[config.mk]
export PLATFORM = sky130hd
export DESIGN_NAME = i2s_tdm_tx
export DESIGN_NICKNAME = d
export VERILOG_FILES = /design/src/rtl/i2s_tdm_tx.sv
export SDC_FILE = /design/constraint.sdc
export NUM_CORES = 1
export LEC_CHECK = 0
export ABC_AREA = 1
export CORE_ASPECT_RATIO = 2
export CORE_MARGIN = 4
export CORE_UTILIZATION = 55
export DETAILED_ROUTE_END_ITERATION = 8
export HOLD_SLACK_MARGIN = 0.08
export PLACE_DENSITY_LB_ADDON = 0.3
export SLEW_MARGIN = 0
export SYNTH_ARGS = -nofsm -noshare
export SYNTH_HDL_FRONTEND = slang
export SYNTH_SLANG_ARGS = --single-unit
[constraint.sdc]
create_clock -name CLK -period 2.4 [get_ports CLK]
set_input_delay 0.24 -clock CLK [delete_from_list [all_inputs] [get_ports CLK]]
set_output_delay 0.24 -clock CLK [all_outputs]
set_load 0.01 [all_outputs]
[src/rtl/i2s_tdm_tx.sv]
// Serial audio transmitter (I2S stereo or multi-slot TDM) with a frame FIFO.
// Frames are popped at slot-0 boundaries and shifted out MSB first on the bit clock.
module i2s_tdm_tx #(
  parameter int SAMPLE_WIDTH = 16,
  parameter int CHANNELS     = 2,
  parameter int CLK_DIV      = 4,
  parameter int FIFO_DEPTH   = 4
) (
  input  logic                             CLK,
  input  logic                             Reset,
  input  logic                             enable,
  input  logic                             mode,
  input  logic [CHANNELS*SAMPLE_WIDTH-1:0] in_data,
  input  logic                             in_valid,
  output logic                             in_ready,
  output logic                             underrun,
  output logic [$clog2(FIFO_DEPTH):0]      fifo_level,
  output logic                             DAC_I2S_CLK,
  output logic                             DAC_I2S_WS,
  output logic                             DAC_I2S_DATA
);
  localparam int FW     = CHANNELS * SAMPLE_WIDTH;
  localparam int SLOT_W = $clog2(FW);
  localparam int PTR_W  = $clog2(FIFO_DEPTH);
  localparam int LVL_W  = PTR_W + 1;
  localparam int DIV_W  = $clog2(CLK_DIV);
  localparam logic [SLOT_W-1:0] LAST_SLOT = SLOT_W'(FW - 1);
  localparam logic [DIV_W-1:0]  DIV_TC    = DIV_W'(CLK_DIV - 1);
  localparam logic [LVL_W-1:0]  FULL_LVL  = LVL_W'(FIFO_DEPTH);

  typedef enum logic {IDLE = 1'b0, RUN = 1'b1} state_t;

  state_t            state_q, state_d;
  logic [DIV_W-1:0]  div_q, div_d;
  logic              sck_q, sck_d;
  logic [SLOT_W-1:0] slot_q, slot_d;
  logic [FW-1:0]     sr_q, sr_d;
  logic              dly_q, dly_d;
  logic              mode_q, mode_d;
  logic              ws_q, ws_d;
  logic              data_q, data_d;
  logic              underrun_q, underrun_d;
  logic [LVL_W-1:0]  level_q, level_d;
  logic [PTR_W-1:0]  wr_ptr_q, wr_ptr_d;
  logic [PTR_W-1:0]  rd_ptr_q, rd_ptr_d;
  logic [FW-1:0]     mem_q [FIFO_DEPTH];

  logic              push_s;
  logic              pop_s;
  logic              load_s;
  logic              fall_s;
  logic              bit_s;
  logic [FW-1:0]     frame_s;

  // Word select per slot; for TDM the I2S-style sync pulse sits in the slot before the frame.
  function automatic logic ws_for(input logic [SLOT_W-1:0] slot, input logic lj);
    logic ws;
    if (CHANNELS == 2) begin
      ws = (slot >= SLOT_W'(SAMPLE_WIDTH));
    end else if (lj) begin
      ws = (slot == '0);
    end else begin
      ws = (slot == LAST_SLOT);
    end
    return ws;
  endfunction

  assign in_ready     = (level_q < FULL_LVL);
  assign push_s       = in_valid && in_ready;
  assign fall_s       = (state_q == RUN) && sck_q && (div_q == DIV_TC);
  assign underrun     = underrun_q;
  assign fifo_level   = level_q;
  assign DAC_I2S_CLK  = sck_q;
  assign DAC_I2S_WS   = ws_q;
  assign DAC_I2S_DATA = data_q;

  // Next-state logic for the bit clock, slot sequencer, shift path and FIFO pointers.
  always_comb begin
    state_d    = state_q;
    div_d      = div_q;
    sck_d      = sck_q;
    slot_d     = slot_q;
    sr_d       = sr_q;
    dly_d      = dly_q;
    mode_d     = mode_q;
    ws_d       = ws_q;
    data_d     = data_q;
    underrun_d = 1'b0;
    load_s     = 1'b0;
    pop_s      = 1'b0;
    bit_s      = 1'b0;
    frame_s    = '0;

    case (state_q)
      IDLE: begin
        div_d  = '0;
        sck_d  = 1'b0;
        ws_d   = 1'b0;
        data_d = 1'b0;
        dly_d  = 1'b0;
        slot_d = '0;
        if (enable) begin
          load_s  = 1'b1;
          state_d = RUN;
        end else begin
          state_d = IDLE;
        end
      end
      RUN: begin
        if (div_q == DIV_TC) begin
          div_d = '0;
          sck_d = ~sck_q;
        end else begin
          div_d = div_q + DIV_W'(1);
        end
        if (fall_s) begin
          if (slot_q == LAST_SLOT) begin
            if (enable) begin
              load_s = 1'b1;
            end else begin
              state_d = IDLE;
              ws_d    = 1'b0;
              data_d  = 1'b0;
              dly_d   = 1'b0;
              slot_d  = '0;
            end
          end else begin
            bit_s  = sr_q[FW-1];
            sr_d   = sr_q << 1;
            slot_d = slot_q + SLOT_W'(1);
            ws_d   = ws_for(slot_q + SLOT_W'(1), mode_q);
            data_d = mode_q ? bit_s : dly_q;
            dly_d  = bit_s;
          end
        end else begin
          slot_d = slot_q;
        end
      end
      default: begin
        state_d = IDLE;
      end
    endcase

    // Frame boundary: slot 0 of a new frame, from the FIFO or as silence.
    if (load_s) begin
      mode_d     = mode;
      slot_d     = '0;
      pop_s      = (level_q != '0);
      frame_s    = pop_s ? mem_q[rd_ptr_q] : '0;
      underrun_d = ~pop_s;
      bit_s      = frame_s[FW-1];
      sr_d       = frame_s << 1;
      data_d     = mode ? bit_s : dly_q;
      dly_d      = bit_s;
      ws_d       = ws_for('0, mode);
    end else begin
      pop_s = 1'b0;
    end

    level_d  = level_q + LVL_W'(push_s) - LVL_W'(pop_s);
    wr_ptr_d = push_s ? wr_ptr_q + PTR_W'(1) : wr_ptr_q;
    rd_ptr_d = pop_s  ? rd_ptr_q + PTR_W'(1) : rd_ptr_q;
  end

  // State, counters and registered pin drivers.
  always_ff @(posedge CLK or negedge Reset) begin
    if (!Reset) begin
      state_q    <= IDLE;
      div_q      <= '0;
      sck_q      <= 1'b0;
      slot_q     <= '0;
      sr_q       <= '0;
      dly_q      <= 1'b0;
      mode_q     <= 1'b0;
      ws_q       <= 1'b0;
      data_q     <= 1'b0;
      underrun_q <= 1'b0;
      level_q    <= '0;
      wr_ptr_q   <= '0;
      rd_ptr_q   <= '0;
    end else begin
      state_q    <= state_d;
      div_q      <= div_d;
      sck_q      <= sck_d;
      slot_q     <= slot_d;
      sr_q       <= sr_d;
      dly_q      <= dly_d;
      mode_q     <= mode_d;
      ws_q       <= ws_d;
      data_q     <= data_d;
      underrun_q <= underrun_d;
      level_q    <= level_d;
      wr_ptr_q   <= wr_ptr_d;
      rd_ptr_q   <= rd_ptr_d;
    end
  end

  // Frame storage.
  always_ff @(posedge CLK or negedge Reset) begin
    if (!Reset) begin
      for (int i = 0; i < FIFO_DEPTH; i++) begin
        mem_q[i] <= '0;
      end
    end else if (push_s) begin
      mem_q[wr_ptr_q] <= in_data;
    end else begin
      mem_q[wr_ptr_q] <= mem_q[wr_ptr_q];
    end
  end

endmodule

==> After elaboration in Yosys (flattened, before gate mapping) <==
Cells that the tools add are included.
Widths: inputs -> output; s select.
{ "totals": {"word_cells": 97, "output_inout_bits": 8, "input_bits": 37, "regBits": 181} }
{ "classes": {"n_addsub": 6, "n_eq_ne": 6, "order_cmp": 5, "reduce_logical": 9, "bitwise": 5, "muxes": 49} }
{ "op_table": {"columns": ["cell", "count"], "rows": [
  ["$mux 32", 10],
  ["$bwmux 128", 2],
  ["$bmux 32 s2", 2],
  ["$mux 128", 1],
  ["$demux 32 s2", 1],
  ["$mux 1", 20],
  ["$mux 5", 4],
  ["$pmux 1 s2", 6],
  ["$pmux 5 s2", 1],
  ["$add 2x1->2 const B", 3],
  ["$ge 3x3->1 const B", 2],
  ["$not 2->3", 2],
  ["$add 5x1->5 const B", 1],
  ["$eq 5x5->1 const B", 1],
  ["$ge 5x5->1 const B", 1],
  ["$logic_and 1x1->1", 4],
  ["$ne 4x4->1 const B", 1],
  ["$pmux 2 s2", 1],
  ["$reduce_bool 2->1", 2],
  ["$add 3x1->3", 1],
  ["$lt 3x1->1 const B", 1],
  ["$lt 3x3->1 const B", 1],
  ["$ne 3x1->1 const B", 1],
  ["$not 1->1", 3],
  ["8 further kinds", 8]
]} }

==> Depth between registers and ports, before layout <==
Gate-level depths: netlist of the first run.
{ "depth": {"word_depth": 7, "mapped_depth": 16, "depth_no_buf": 15} }

==> Least setup slack after synthesis of the first run <==
Ideal clock, no wire load.
{ "synth_timing": {"path_type": "register -> register", "startpoint": "register slot_q[0]", "endpoint": "register level_q[2], in the netlist fifo_level[2]", "stages_incl_launch_ff": 17, "n_path_buf": 1, "synth_period_minus_slack_ns": 2.662, "arrival_ns": 2.533, "setup_time_ns": 0.129, "path_slack_ns": -0.262, "required_time_ns": 2.271, "cell_sequence": "dfrtp_1 > ha_1 > nand2_1 > nor2_1 > ha_1 > inv_1 > nand2_2 > nand3_4 > nor2_8 > buf_6 > ha_1 > inv_1 > ha_1 > inv_1 > fa_1 > xnor2_1 > xor2_1"} }
{ "synth_via": {"elab_chain_len": 6} }
{ "synth_lines": {"columns": ["item", "line_no", "rtl"], "rows": [
  ["from (decl)", "36", "logic [SLOT_W-1:0] slot_q, slot_d;"],
  ["from (signal assigned)", "185", "slot_q <= slot_d;"],
  ["$eq 5x5->1", "117", "if (slot_q == LAST_SLOT) begin"],
  ["$mux 1", "117", null],
  ["$mux 1", "116", "if (fall_s) begin"],
  ["$pmux 1 s2", "94", "case (state_q)"],
  ["$mux 1", "145", "if (load_s) begin"],
  ["named net pop_s", "49", "logic pop_s;"],
  ["$sub 3x1->3", "160", "level_d = level_q + LVL_W'(push_s) - LVL_W'(pop_s);"],
  ["named net level_d[2]", "43", "logic [LVL_W-1:0] level_q, level_d;"],
  ["to (signal assigned)", "192", "level_q <= level_d;"],
  ["to (decl)", "43", null]
]} }
The timed path passes the listed nets, and every way through them passes these cells.
A chain may end at the register's enable or synchronous reset.

==> Worst setup path in the final report of the first run <==
{ "layout_timing": {"startpoint": "register slot_q[1]", "endpoint": "register level_q[2], in the netlist fifo_level[2]"} }
{ "layout_via": {"elab_chain_len": 6} }
{ "layout_lines": {"columns": ["item", "line_no"], "rows": [
  ["$eq 5x5->1", "117"],
  ["$mux 1", "117"],
  ["$mux 1", "116"],
  ["$pmux 1 s2", "94"],
  ["$mux 1", "145"],
  ["$sub 3x1->3", "160"],
  ["named net level_d[2]", "43"]
]} }
The timed path passes the listed nets, and every way through them passes these cells.

==> results of run 1 <==
[Yosys cell counts, drive strengths merged]
cell type / n / area share
nor2: 43 / 0.018
xnor2: 1 / 0.00091
o211ai: 78 / 0.061
o2111ai: 1 / 0.00091
or2: 32 / 0.021
fa: 1 / 0.0021
a31oi: 1 / 0.00065
o21ai: 91 / 0.047
dfrtp: 179 / 0.47
a21oi: 112 / 0.058
inv: 93 / 0.036
xor2: 4 / 0.0036
nor4: 1 / 0.00065
ha: 9 / 0.012
nand4: 2 / 0.0013
clkbuf: 29 / 0.011
buf: 61 / 0.035
nor3: 1 / 0.0010
nand3: 170 / 0.090
o21a: 1 / 0.00078
nand2: 339 / 0.13
[metrics by stage]
stage,instances,utilization,hold slack (ps)
2_1_floorplan,1249,-,-55.6
3_3_place_gp,1449,0.596,290
3_5_place_dp,1449,0.596,292
4_1_cts,1483,0.631,405
5_1_grt,1484,0.632,452
6_report,1484,0.632,367
[timing repair]
action,CTS,global route
setup endpoints to repair,1,1
hold buffers,1,0
setup buffers,2,1
pin swaps,1,7
gates resized for setup,0,2
hold endpoints to repair,64,0
[worst max-delay path, cell delays in order (launching register included)]
cell	delay, ps
sky130_fd_sc_hd__dfrtp_1	360
sky130_fd_sc_hd__ha_2	190
sky130_fd_sc_hd__nand2_2	60
sky130_fd_sc_hd__nor2_1	90
sky130_fd_sc_hd__ha_2	180
sky130_fd_sc_hd__inv_2	50
sky130_fd_sc_hd__nand2_4	60
sky130_fd_sc_hd__nand3_4	90
sky130_fd_sc_hd__nor2_8	130
sky130_fd_sc_hd__ha_4	200
sky130_fd_sc_hd__inv_4	50
sky130_fd_sc_hd__ha_4	110
sky130_fd_sc_hd__inv_2	30
sky130_fd_sc_hd__fa_2	360
sky130_fd_sc_hd__xnor2_2	140
sky130_fd_sc_hd__xor2_1	140
[area by class of cell]
class	instances	area [um^2]
inverter	93	352
multi-input combinational	887	4410
clock inverter	13	148
fill	1520	6360
tap	210	263
clock buffer	18	439
sequential	179	4490
timing repair buffer	84	820
[sequential cells by signal (all words and copies together) (netlist names), 2 cells and up]
signal	cells
slot_q	5
div_q	2
rd_ptr_q	2
sr_q	31
wr_ptr_q	2
fifo_level	3
mem_q	128
[per-layer routing]
metal	vias up	global-route usage	wire length [um]
li1	4184	-	-
met1	4196	0.312	9490
met2	282	0.456	12800
met3	54	0.0358	1260
met4	0	0.110	610
met5	-	0	0
[cells by family (layout without fill, tap and decap cells)]
kind of cell	count (synthesis)	count (layout)
AO/OA/AOI/OAI	284	284
XOR/XNOR	5	5
adder cells (fa/ha/maj)	10	10
buffers and inverters	183	208
flip-flops	179	179
AND/OR/NAND/NOR	588	588
[power groups by stage]
stage / Clock [mW] / Combinational, mW / Sequential (mW)
6_report: 2.81 / 1.04 / 3.21
3_3_place_gp: 0 / 1.02 / 3.26
2_1_floorplan: 0 / 0.704 / 3.23
3_5_place_dp: 0 / 1.04 / 3.27
5_1_grt: 2.95 / 1.18 / 3.22
4_1_cts: 2.85 / 1.05 / 3.21
[worst paths after layout]
kind                                  to  cells past startpoint  startpoint
max in group asynchronous      mem_q[19]                      3       Reset
hold reg to reg                 div_q[0]                      1    div_q[0]
setup reg to reg           fifo_level[2]                     15   slot_q[1]
setup / recovery           fifo_level[2]                     15   slot_q[1]
hold / removal             fifo_level[2]                      2       Reset
min in group CLK                div_q[0]                      1    div_q[0]
==> results by stage, run 1 <==
Status:
- The flow ran to the end, and the final reports show no timing, DRC or antenna violations.

Cells and area:
- The net count of the finished layout is 1309.
- The number of antenna diodes is 0.
- Leaving out fill and tap cells, the most frequent cells in the layout are sky130_fd_sc_hd__nand2_1, sky130_fd_sc_hd__dfrtp_1, sky130_fd_sc_hd__nand3_1.
- The most frequent standard cell in the layout excluding fill and tap cells is sky130_fd_sc_hd__nand2_1.
- Of the cells placed in the final design, the portion with a size suffix greater than 1 is 0.0997.
- The area growth from synthesis to layout is 13.3%.
- The final instance area is 0.0109 mm^2.

Drt:
- For this block, the routed nets add up to 24.2 mm of wire.
- The final antenna-violating net count is 0.
- The routed layout has 8716 vias.
- After detailed routing, the average wire length per cell comes to 16.3 um.
- The number of iterations in the first detailed-routing pass is 5.
- In this run, the number of DRC markers left after iteration 0 of detailed routing was 614.
- For this run, design rule violations remaining after detail routing come to 0.
- Using the TritonRoute via totals, the vias-per-cell ratio works out to 5.87.

STA:
- For the finished layout, the period the worst path requires is 2360 ps.
- The peak clock frequency supported by timing is 424 MHz.
- The number of pins with negative max-slew slack in the final report is 0.
- Setup repair after global routing could not meet its margin everywhere.
- The number of hold-slack violations in the final timing report is 0.
- The worst pin sits at a relative slew slack of 0.479.
- The final cycle utilization of the critical path is 0.982.
- The post-route setup TNS is 0 ps.
- The worst clock skew on the final layout is 10.1 ps.
- The final setup violation count is 0.
- In the post-route analysis, the smallest setup slack over all paths is 43.7 ps.
- The actual transition at the worst max-transition pin is 782 ps.

Pwr:
- The sequential group share of total power is 0.454.
- The logic gate share of total power is 0.148.
- Cell internal power was estimated by the tool at 5.09 mW.
- The maximum vdd ir drop is 0.000517 V.
- Of the total power, the share spent switching nets is 0.280.
- Summed over all nets, the switching power comes to 1.98 mW.
- Of the total power, the clock network draws 0.398.
- The leakage power of the design is 4.95 nW.
- The areal power density over the cells is 648 mW/mm^2.
- The final total power is 7.07 mW.

Yosys:
- The number of different library cells used by synthesis comes to 30.
- Each instance of the synthesized netlist takes up on average 7.71 um^2.
- The share of the Yosys chip area taken by registers is 0.465.
- After synthesis, the largest family of logic cells by area is simple AND/OR/NAND/NOR gates.
- The simple-gate area share of the yosys netlist is 0.265.
- The number of warnings printed during yosys synthesis is 0.
- The synthesized netlist occupies a cell area of 0.00963 mm^2.
- The arithmetic-cell share of the synthesized area counting full adders, half adders and majority gates is 0.0138.
- The mux cell area share after synthesis is 0.
- Synthesis produced a netlist whose cell count is 1249.
- The xor and xnor fraction of the mapped netlist area is 0.00455.
- The synthesized-area fraction occupied by ao, oa, aoi and oai cells is 0.169.
- The number of nets in the synthesized netlist is 1296.
- In this run, synthesis produced a sequential element count of 179.

Floorplanning:
- In this run the core area contains 68 standard-cell rows.
- The top-level port count is 45.
- The die is 195 um tall.
- The floorplan step set the die width to 102 um.
- The die covers 0.0198 mm^2.
- The effective utilization at floorplan is 0.558.
- The area of the core region is 0.0173 mm^2.

Global routing:
- The number of global-route vias before repair is 8749.
- The largest net degree at the start of global routing is 83.
- The first global-routing pass estimated 41.6 mm of wire.
- Across every metal layer, demand over resource in global routing totals 0.260.
- The initial antenna violation count came to 0.
- Global routing finished with a remaining overflow of 0.

Place:
- Summing all placed instances gives a cell area of 0.0103 mm^2.
- Detailed placement finished with a half-perimeter wire length of 15.2 mm.
- The pre-CTS setup slack is 10.3 ps.
- Routability-driven placement finished with a final weighted congestion of 0.790.
- Input and output buffers added on the ports amount to 44.

CTS:
- The number of CTS-inserted buffers is 17.
- The clock transition at the register clock pins on the worst setup and hold paths after CTS is 70 ps.
- For the worst-skew pair, the clock arrives at the later sink with an insertion delay of 440 ps.
- The number of sinks on the clock net is 179.
- The H-tree was split into 4 levels.
- The TritonCTS clock tree is yes.
- The longest clock path from root to sink contains 2 buffers.
- CTS placed an instance of sky130_fd_sc_hd__clkbuf_16 at the clock tree root.

Critical path:
- Data on the critical path arrives at its endpoint at 2670 ps.
- For flop-to-flop paths, the worst setup slack is 40 ps.
- The required time of the worst setup path is 2720 ps.
- The maximum fanout along the worst path is 2.
- The worst setup path is launched from a flop.
- STA classifies the critical path endpoint as a flop.
- The start-to-end type of the worst setup path is reg -> reg.

Job:
- The tool flagged a number of max-cap violations equal to 0.

Worst hold path:
- The path class of the tightest hold or removal check is in -> async.
(Power assumes the default switching activity.)
==> run 2, diff against run 1 <==
==> constraint.sdc (replaced) <==
create_clock -name CLK -period 1.92 [get_ports CLK]
set_input_delay 0.192 -clock CLK [delete_from_list [all_inputs] [get_ports CLK]]
set_output_delay 0.192 -clock CLK [all_outputs]
set_load 0.01 [all_outputs]
==> results by stage, run 2 (synthesis results as in run 1) <==
Status:
- The run finished, with violations left.
- The final reports fail on negative setup slack.

Global routing:
- The first global-routing pass estimated 42.6 mm of wire.
- The number of global-route vias before repair is 8774.
- The initial antenna violation count came to 0.
- Global routing finished with a remaining overflow of 0.
- Entering global routing, the biggest net connects 91 pins.
- The overall global routing resource usage is 0.268.

Cells and area:
- The register with the most flip-flops in the layout has 128 of them.
- The number of antenna diodes in the final layout is 0.
- The largest registers in the layout are mem_q x128, sr_q x31, slot_q x5.
- The area growth from synthesis to layout is 16.6%.
- The net count of the finished layout is 1330.
- After routing the design area is 0.0112 mm^2.
- In the final layout, the share of cells above drive strength 1 is 0.120.
- The most frequent standard cell in the layout excluding fill and tap cells is sky130_fd_sc_hd__nand2_1.
- More flip-flops sit in one register than any other, and that register is mem_q.
- In the layout the commonest cells are sky130_fd_sc_hd__nand2_1, sky130_fd_sc_hd__dfrtp_1, sky130_fd_sc_hd__nand3_1.

Place:
- The HPWL reported at the end of detailed placement is 15.5 mm.
- The weighted congestion at the end of routability-driven global placement is 0.822.
- During placement, the flow inserted port buffers numbering 44.
- Summing all placed instances gives a cell area of 0.0104 mm^2.
- Timing analysis after detailed placement gives a worst setup slack of -573 ps.

Job:
- Max-cap violations in this run came to 0.

Floorplanning:
- The die is 102 um wide.
- Pin placement for this block handled 45 I/O pins.
- The row count is 68.
- The initial utilization of the core area, before any placement, comes to 0.558.
- The die is 195 um tall.
- The overall die area is 0.0198 mm^2.
- The area of the core region is 0.0173 mm^2.

Critical path:
- The longest individual stage delay on the worst path is 360 ps.
- Data on the critical path is required at its endpoint by 2260 ps.
- Of all nets on the critical path, the largest fanout is 2.
- The cell family contributing the most delay on the critical path is adder cells.
- The buffer and inverter count on the worst path is 3.
- Traced cell by cell, the critical path runs through ha_2 -> nand2_2 -> nor2_2 -> ha_2 -> inv_2 -> nand2_4 -> nand3_4 -> nor2_8 -> ha_4 -> inv_2 -> ha_4 -> inv_2 -> fa_2 -> xnor2_2 -> xor2_1.
- Data on the critical path arrives at its endpoint at 2730 ps.
- The critical path in this run is classified as reg -> reg.
- The endpoint class of the critical path is a flop.
- STA classifies the critical path startpoint as a flop.
- The most numerous cell on the critical path is sky130_fd_sc_hd__inv_2.
- For this design, the slowest cell found on the critical path is sky130_fd_sc_hd__dfrtp_1.

STA:
- The final worst hold slack is 273 ps.
- Setup violations remaining at the end of the flow were counted as 14.
- The routed design could run at a clock period as short as 2380 ps.
- Setup total negative slack on the finished layout was measured at -1200 ps.
- Of the available clock period, the critical path in the final layout requires 1.24.
- The clock arrives with 14.0 ps of skew.
- Derived from the worst setup path, the maximum achievable clock frequency is 420 MHz.
- Once routing completed, OpenROAD measured the worst setup slack at -462 ps.
- Headroom to the max-slew limit came out at 0.564.
- The number of pins with negative max-slew slack in the final report is 0.
- Setup repair after global routing could not meet its margin everywhere.
- For the pin with the worst max-slew slack, the measured transition is 654 ps.
- The number of hold-slack violations in the final timing report is 0.

CTS:
- The number of CTS-inserted buffers is 17.
- The cell at the root of the clock tree is sky130_fd_sc_hd__clkbuf_16.
- TritonCTS built the clock tree.
- The clock passes through at most 2 buffers.
- In this run the number of H-tree levels came out at 4.
- The source-to-sink clock delay at the later pin of the worst-skew pair is 440 ps.
- The number of sinks on the clock net is 179.
- After clock tree synthesis, the clock-pin slew on the worst setup and hold paths is 80 ps.

Drt:
- The routed wire length is 25.5 mm.
- The final antenna-violating net count is 0.
- After detailed routing, the number of vias per cell comes to 5.93.
- Dividing the detail-routed wire length by the instance count gives 16.9 um.
- The total via count in the routed design is 8920.
- After the first detailed-routing iteration, the DRC count stood at 698.
- After detailed routing, the number of remaining DRC violations is 0.
- Before antenna repair, the detailed router went through 5 iterations.

Pwr:
- The sequential group share of total power is 0.449.
- Summed over all cells, the static leakage comes to 5.11 nW.
- The internal portion of the total power is 6.37 mW.
- The share of total power dissipated in the clock network is 0.392.
- The maximum vdd ir drop is 0.000589 V.
- Of the total power, the share spent switching nets is 0.283.
- Dividing total power by cell area gives a power density of 791 mW/mm^2.
- Of the total power, combinational logic draws 0.159.
- The power dissipated by switching net loads is 2.52 mW.

Worst hold path:
- The class of the most critical hold timing path is in -> async.
## run 2: cell count changes in the layout (fill, tap and decap cells not counted), sizes merged
cell	before	now
clkinv	2	4
clkinvlp	4	3
buf	40	61
clkbuf	18	17
## run 2: repair_timing
| action | CTS | global route |
|---|---|---|
| endpoints found under the setup margin | 38 | 38 |
| resized for setup | 19 | 6 |
| pin swaps | 9 | 1 |
| hold buffers | 1 | 0 |
| hold endpoints to repair | 45 | 0 |
| setup buffers | 6 | 7 |
| gates cloned | 3 | 0 |
## run 2: final cells by class
| cell class | instances | area (um^2) |
|---|---|---|
| clock buffers | 17 | 425 |
| clock inverters | 14 | 154 |
| fillers | 1496 | 6040 |
| inverters | 93 | 370 |
| multi-input cells | 887 | 4450 |
| flip-flops and latches | 179 | 4490 |
| well taps | 210 | 263 |
| repair buffers | 105 | 1070 |
## run 2: final timing paths
check,start,to,slack [ps],cells after the start
min in group CLK,mode,DAC_I2S_DATA,400,3
worst max-delay path,slot_q[1],fifo_level[2],-460,15
worst min-delay path,Reset,fifo_level[2],270,2
max in group asynchronous,Reset,mem_q[113],960,3
worst max register to register,slot_q[1],fifo_level[2],-460,15
worst min register to register,div_q[0],div_q[0],430,1
## run 2: layer usage
layer / global-route usage / share of wire / up-vias / wire, um
met4: 0.112 / 0.027 / 0 / 700
met5: 0 / 0 / - / 0
met1: 0.327 / 0.39 / 4321 / 10000
li1: - / - / 4229 / -
met2: 0.467 / 0.53 / 313 / 13500
met3: 0.0336 / 0.050 / 57 / 1260
## run 2: per-stage QoR
stage	total power, mW	std cells	utilization
final	8.88	1505	0.650
after global routing	9.24	1505	0.650
after CTS	8.92	1499	0.645
after detailed placement	5.42	1460	0.601
after global placement	5.38	1460	0.601
after floorplan	4.92	1249	-
## run 2: worst register-to-register path: stages, from the launching register on
cell                      delay (ps)
sky130_fd_sc_hd__dfrtp_1         360
sky130_fd_sc_hd__ha_2            200
sky130_fd_sc_hd__nand2_2          60
sky130_fd_sc_hd__nor2_2           80
sky130_fd_sc_hd__ha_2            180
sky130_fd_sc_hd__inv_2            50
sky130_fd_sc_hd__nand2_4          60
sky130_fd_sc_hd__nand3_4          90
sky130_fd_sc_hd__nor2_8          110
sky130_fd_sc_hd__ha_4            200
sky130_fd_sc_hd__inv_2            60
sky130_fd_sc_hd__ha_4            110
sky130_fd_sc_hd__inv_2            30
sky130_fd_sc_hd__fa_2            360
sky130_fd_sc_hd__xnor2_2         140
sky130_fd_sc_hd__xor2_1          200
## run 2: power groups by stage
stage               Clock (mW)  Combinational (mW)  Sequential (mW)
floorplan                    0               0.880             4.04
global placement             0                1.33             4.05
detailed placement           0                1.36             4.05
CTS                       3.53                1.41             3.98
global route              3.66                1.58             4.00
finish                    3.48                1.42             3.99
==> run 3, diff against run 2 <==
--- a/config.mk
+++ b/config.mk
@@ -6,9 +6,12 @@
 export NUM_CORES = 1
 export LEC_CHECK = 0
 export ABC_AREA = 1
+export CELL_PAD_IN_SITES_DETAIL_PLACEMENT = 1
+export CELL_PAD_IN_SITES_GLOBAL_PLACEMENT = 2
 export CORE_ASPECT_RATIO = 2
 export CORE_MARGIN = 4
-export CORE_UTILIZATION = 55
+export CORE_UTILIZATION = 33
+export CTS_BUF_LIST = sky130_fd_sc_hd__clkbuf_16
 export DETAILED_ROUTE_END_ITERATION = 8
 export HOLD_SLACK_MARGIN = 0.08
 export PLACE_DENSITY_LB_ADDON = 0.3
==> results by stage, run 3 (synthesis results as in run 1) <==
Status:
- The flow ran to the end, but the final reports show violations.
- The final reports fail on negative setup slack.

Cells and area:
- The number of antenna diodes is 0.
- The end-of-flow core utilization is 0.396.
- Fill cells in the final layout number 3554.
- The largest registers in the layout are mem_q x128, sr_q x31, slot_q x5.
- From synthesis to final layout, the design area changed by 18.7%.
- The most frequent standard cell in the layout excluding fill and tap cells is sky130_fd_sc_hd__nand2_1.
- The fraction of final layout cells with drive strength greater than 1 is 0.114.
- The count of cells in the finished layout, fillers not included, comes to 1662.
- The library cells used most frequently in the layout, excluding fill and tap cells, are sky130_fd_sc_hd__nand2_1, sky130_fd_sc_hd__dfrtp_1, sky130_fd_sc_hd__nand3_1.
- The net count of the finished layout is 1337.
- Summing all non-filler instances in the final layout gives an area of 0.0114 mm^2.
- The flip-flop count of the largest register after layout is 128.
- Ranked by flip-flop count, first place goes to mem_q.

Critical path:
- STA classifies the critical path endpoint as a flop.
- The number of buffers and inverters on the critical path is 3.
- Data arrives at the worst endpoint at 2700 ps.
- STA classifies the critical path startpoint as a flop.
- The worst setup path is of the reg -> reg kind.
- The start of the worst register-to-register path is slot_q[1].
- The longest individual stage delay on the worst path is 360 ps.
- Counting cells, the worst reg-to-reg path comes to 15.
- The register-to-register setup slack is -440 ps.
- The slowest stage of the critical path is the sky130_fd_sc_hd__dfrtp_1 cell.
- The required time of the worst setup path is 2260 ps.
- The family with the most delay on the worst path is adder cells.
- The endpoint identified for the worst register-to-register timing path is fifo_level[2].
- Of all nets on the critical path, the largest fanout is 2.
- The signal on the critical path passes through ha_2 -> nand2_2 -> nor2_2 -> ha_2 -> inv_2 -> nand2_4 -> nand3_4 -> nor2_8 -> ha_4 -> inv_4 -> ha_4 -> inv_2 -> fa_2 -> xnor2_2 -> xor2_1.

CTS:
- The clock passes through at most 2 buffers.
- The number of levels the H-tree was split into is 4.
- After clock tree synthesis, the clock-pin slew on the worst setup and hold paths is 70 ps.
- The clock net in this run drives a total of 179 sinks.
- The number of CTS-inserted buffers is 17.
- TritonCTS built the clock tree.
- The later pin in the worst-skew pair is clocked with a latency of 450 ps.
- Clock tree synthesis selected as its root buffer the cell sky130_fd_sc_hd__clkbuf_16.

STA:
- Once routing completed, OpenROAD measured the worst setup slack at -440 ps.
- The relative slew slack is 0.505.
- Counting I/O delays and the setup requirement, the final critical path takes 2360 ps.
- At the pin with the least slew margin, the transition time is 742 ps.
- Setup repair after global routing could not meet its margin everywhere.
- Setup total negative slack on the finished layout was measured at -958 ps.
- The worst clock skew on the final layout is 8.12 ps.
- In the finished design, the share of the clock period the worst path needs comes to 1.23.
- The number of hold-slack violations in the final timing report came to 0.
- The number of pins with negative max-slew slack in the final report was 0.
- The final setup violation count is 16.
- Timing would allow up to 424 MHz.

Drt:
- The total via count in the routed design is 8716.
- The final antenna-violating net count is 0.
- After detailed routing, the number of vias per cell comes to 5.24.
- The average detailed-routed wire length per instance is 18.3 um.
- The first routing iteration left 298 violations.
- The routed wire length is 30.5 mm.
- The pre-antenna-repair detailed-routing pass consisted of 4 iterations.
- The number of design rule violations left after detail routing is 0.

Global routing:
- The most used routing layer in global routing is met2.
- The number of global-route vias before repair was 9448.
- After global routing the overflow that remains totals 0.
- For this run, the total global-route usage over all layers was measured as 0.200.
- Entering global routing, the biggest net connects 57 pins.
- The initial antenna violation count is 0.
- For this run, global-route usage on met2 was measured as 0.368.
- The first global-routing pass estimated 50.3 mm of wire.
- In the global route stage, met3 resource usage came out at 0.0248.
- In the global route stage, met1 resource usage came out at 0.234.

Place:
- The HPWL reported at the end of detailed placement is 20.2 mm.
- In this run the tool buffered the top-level ports with 44 buffer cells.
- At the placement stage, the worst setup path has a slack of -496 ps.
- In this run the cell area measured after placement is 0.0108 mm^2.
- Once placement completed, the tool counted placed cells totaling 1625.
- The weighted congestion at the end of routability-driven global placement is 0.753.

Floorplanning:
- The die covers 0.0321 mm^2.
- After floorplanning, the core was divided into 88 placement rows.
- The height of the chip is 250 um.
- The top-level port count is 45.
- The area of the core region is 0.0288 mm^2.
- The initial utilization of the core area, before any placement, comes to 0.334.
- The die extent in x is 129 um.

Pwr:
- The leakage power of the design is 5.15 nW.
- The areal power density over the cells is 773 mW/mm^2.
- The maximum vdd ir drop is 0.000609 V.

Worst hold path:
- The path class of the tightest hold or removal check is in -> async.

Job:
- Across the run, the number of max-cap violations was 0.
-- run 3: power breakdown --
part | internal, mW | switching [mW] | total, mW
Sequential | 3.91 | 0.0913 | 4.00
Clock | 1.86 | 1.51 | 3.36
Combinational | 0.566 | 0.911 | 1.48
Total | 6.33 | 2.51 | 8.84
-- run 3: layout make-up --
type | count | area, um^2 | share of cell area
flip-flops and latches | 179 | 4490 | 0.393
clock inverters | 14 | 110 | 0.00963
repair buffers | 112 | 1160 | 0.102
well taps | 360 | 450 | 0.0394
inverters | 93 | 362 | 0.0316
clock buffers | 17 | 425 | 0.0372
multi-input cells | 887 | 4430 | 0.388
-- run 3: worst max-delay path by stage --
stage,startpoint,endpoint,slack (ps),cells after the start
floorplan,slot_q[0],fifo_level[2],-650,16
global placement,slot_q[1],fifo_level[2],-450,15
detailed placement,slot_q[1],fifo_level[2],-500,15
CTS,slot_q[0],fifo_level[2],-460,15
global route,slot_q[0],fifo_level[2],-540,15
finish,slot_q[1],fifo_level[2],-440,15
-- run 3: repair_timing --
action	in CTS	in global routing
hold buffers	1	0
cloned	1	0
pin swaps	11	3
resized for setup	10	4
hold endpoints to repair	83	0
setup endpoints to repair	37	48
buffers inserted	3	2
-- run 3: metrics by stage --
stage,power [mW],hold slack (ps)
final,8.84,230
after floorplan,4.92,-104
after CTS,8.98,221
after global placement,5.52,155
after detailed placement,5.55,157
after global routing,9.29,282
-- run 3: per-layer routing --
layer,part of all wire,vias up
met3,0.019,30
li1,-,4242
met2,0.55,85
met1,0.42,4359
met4,0.019,0
met5,0,-
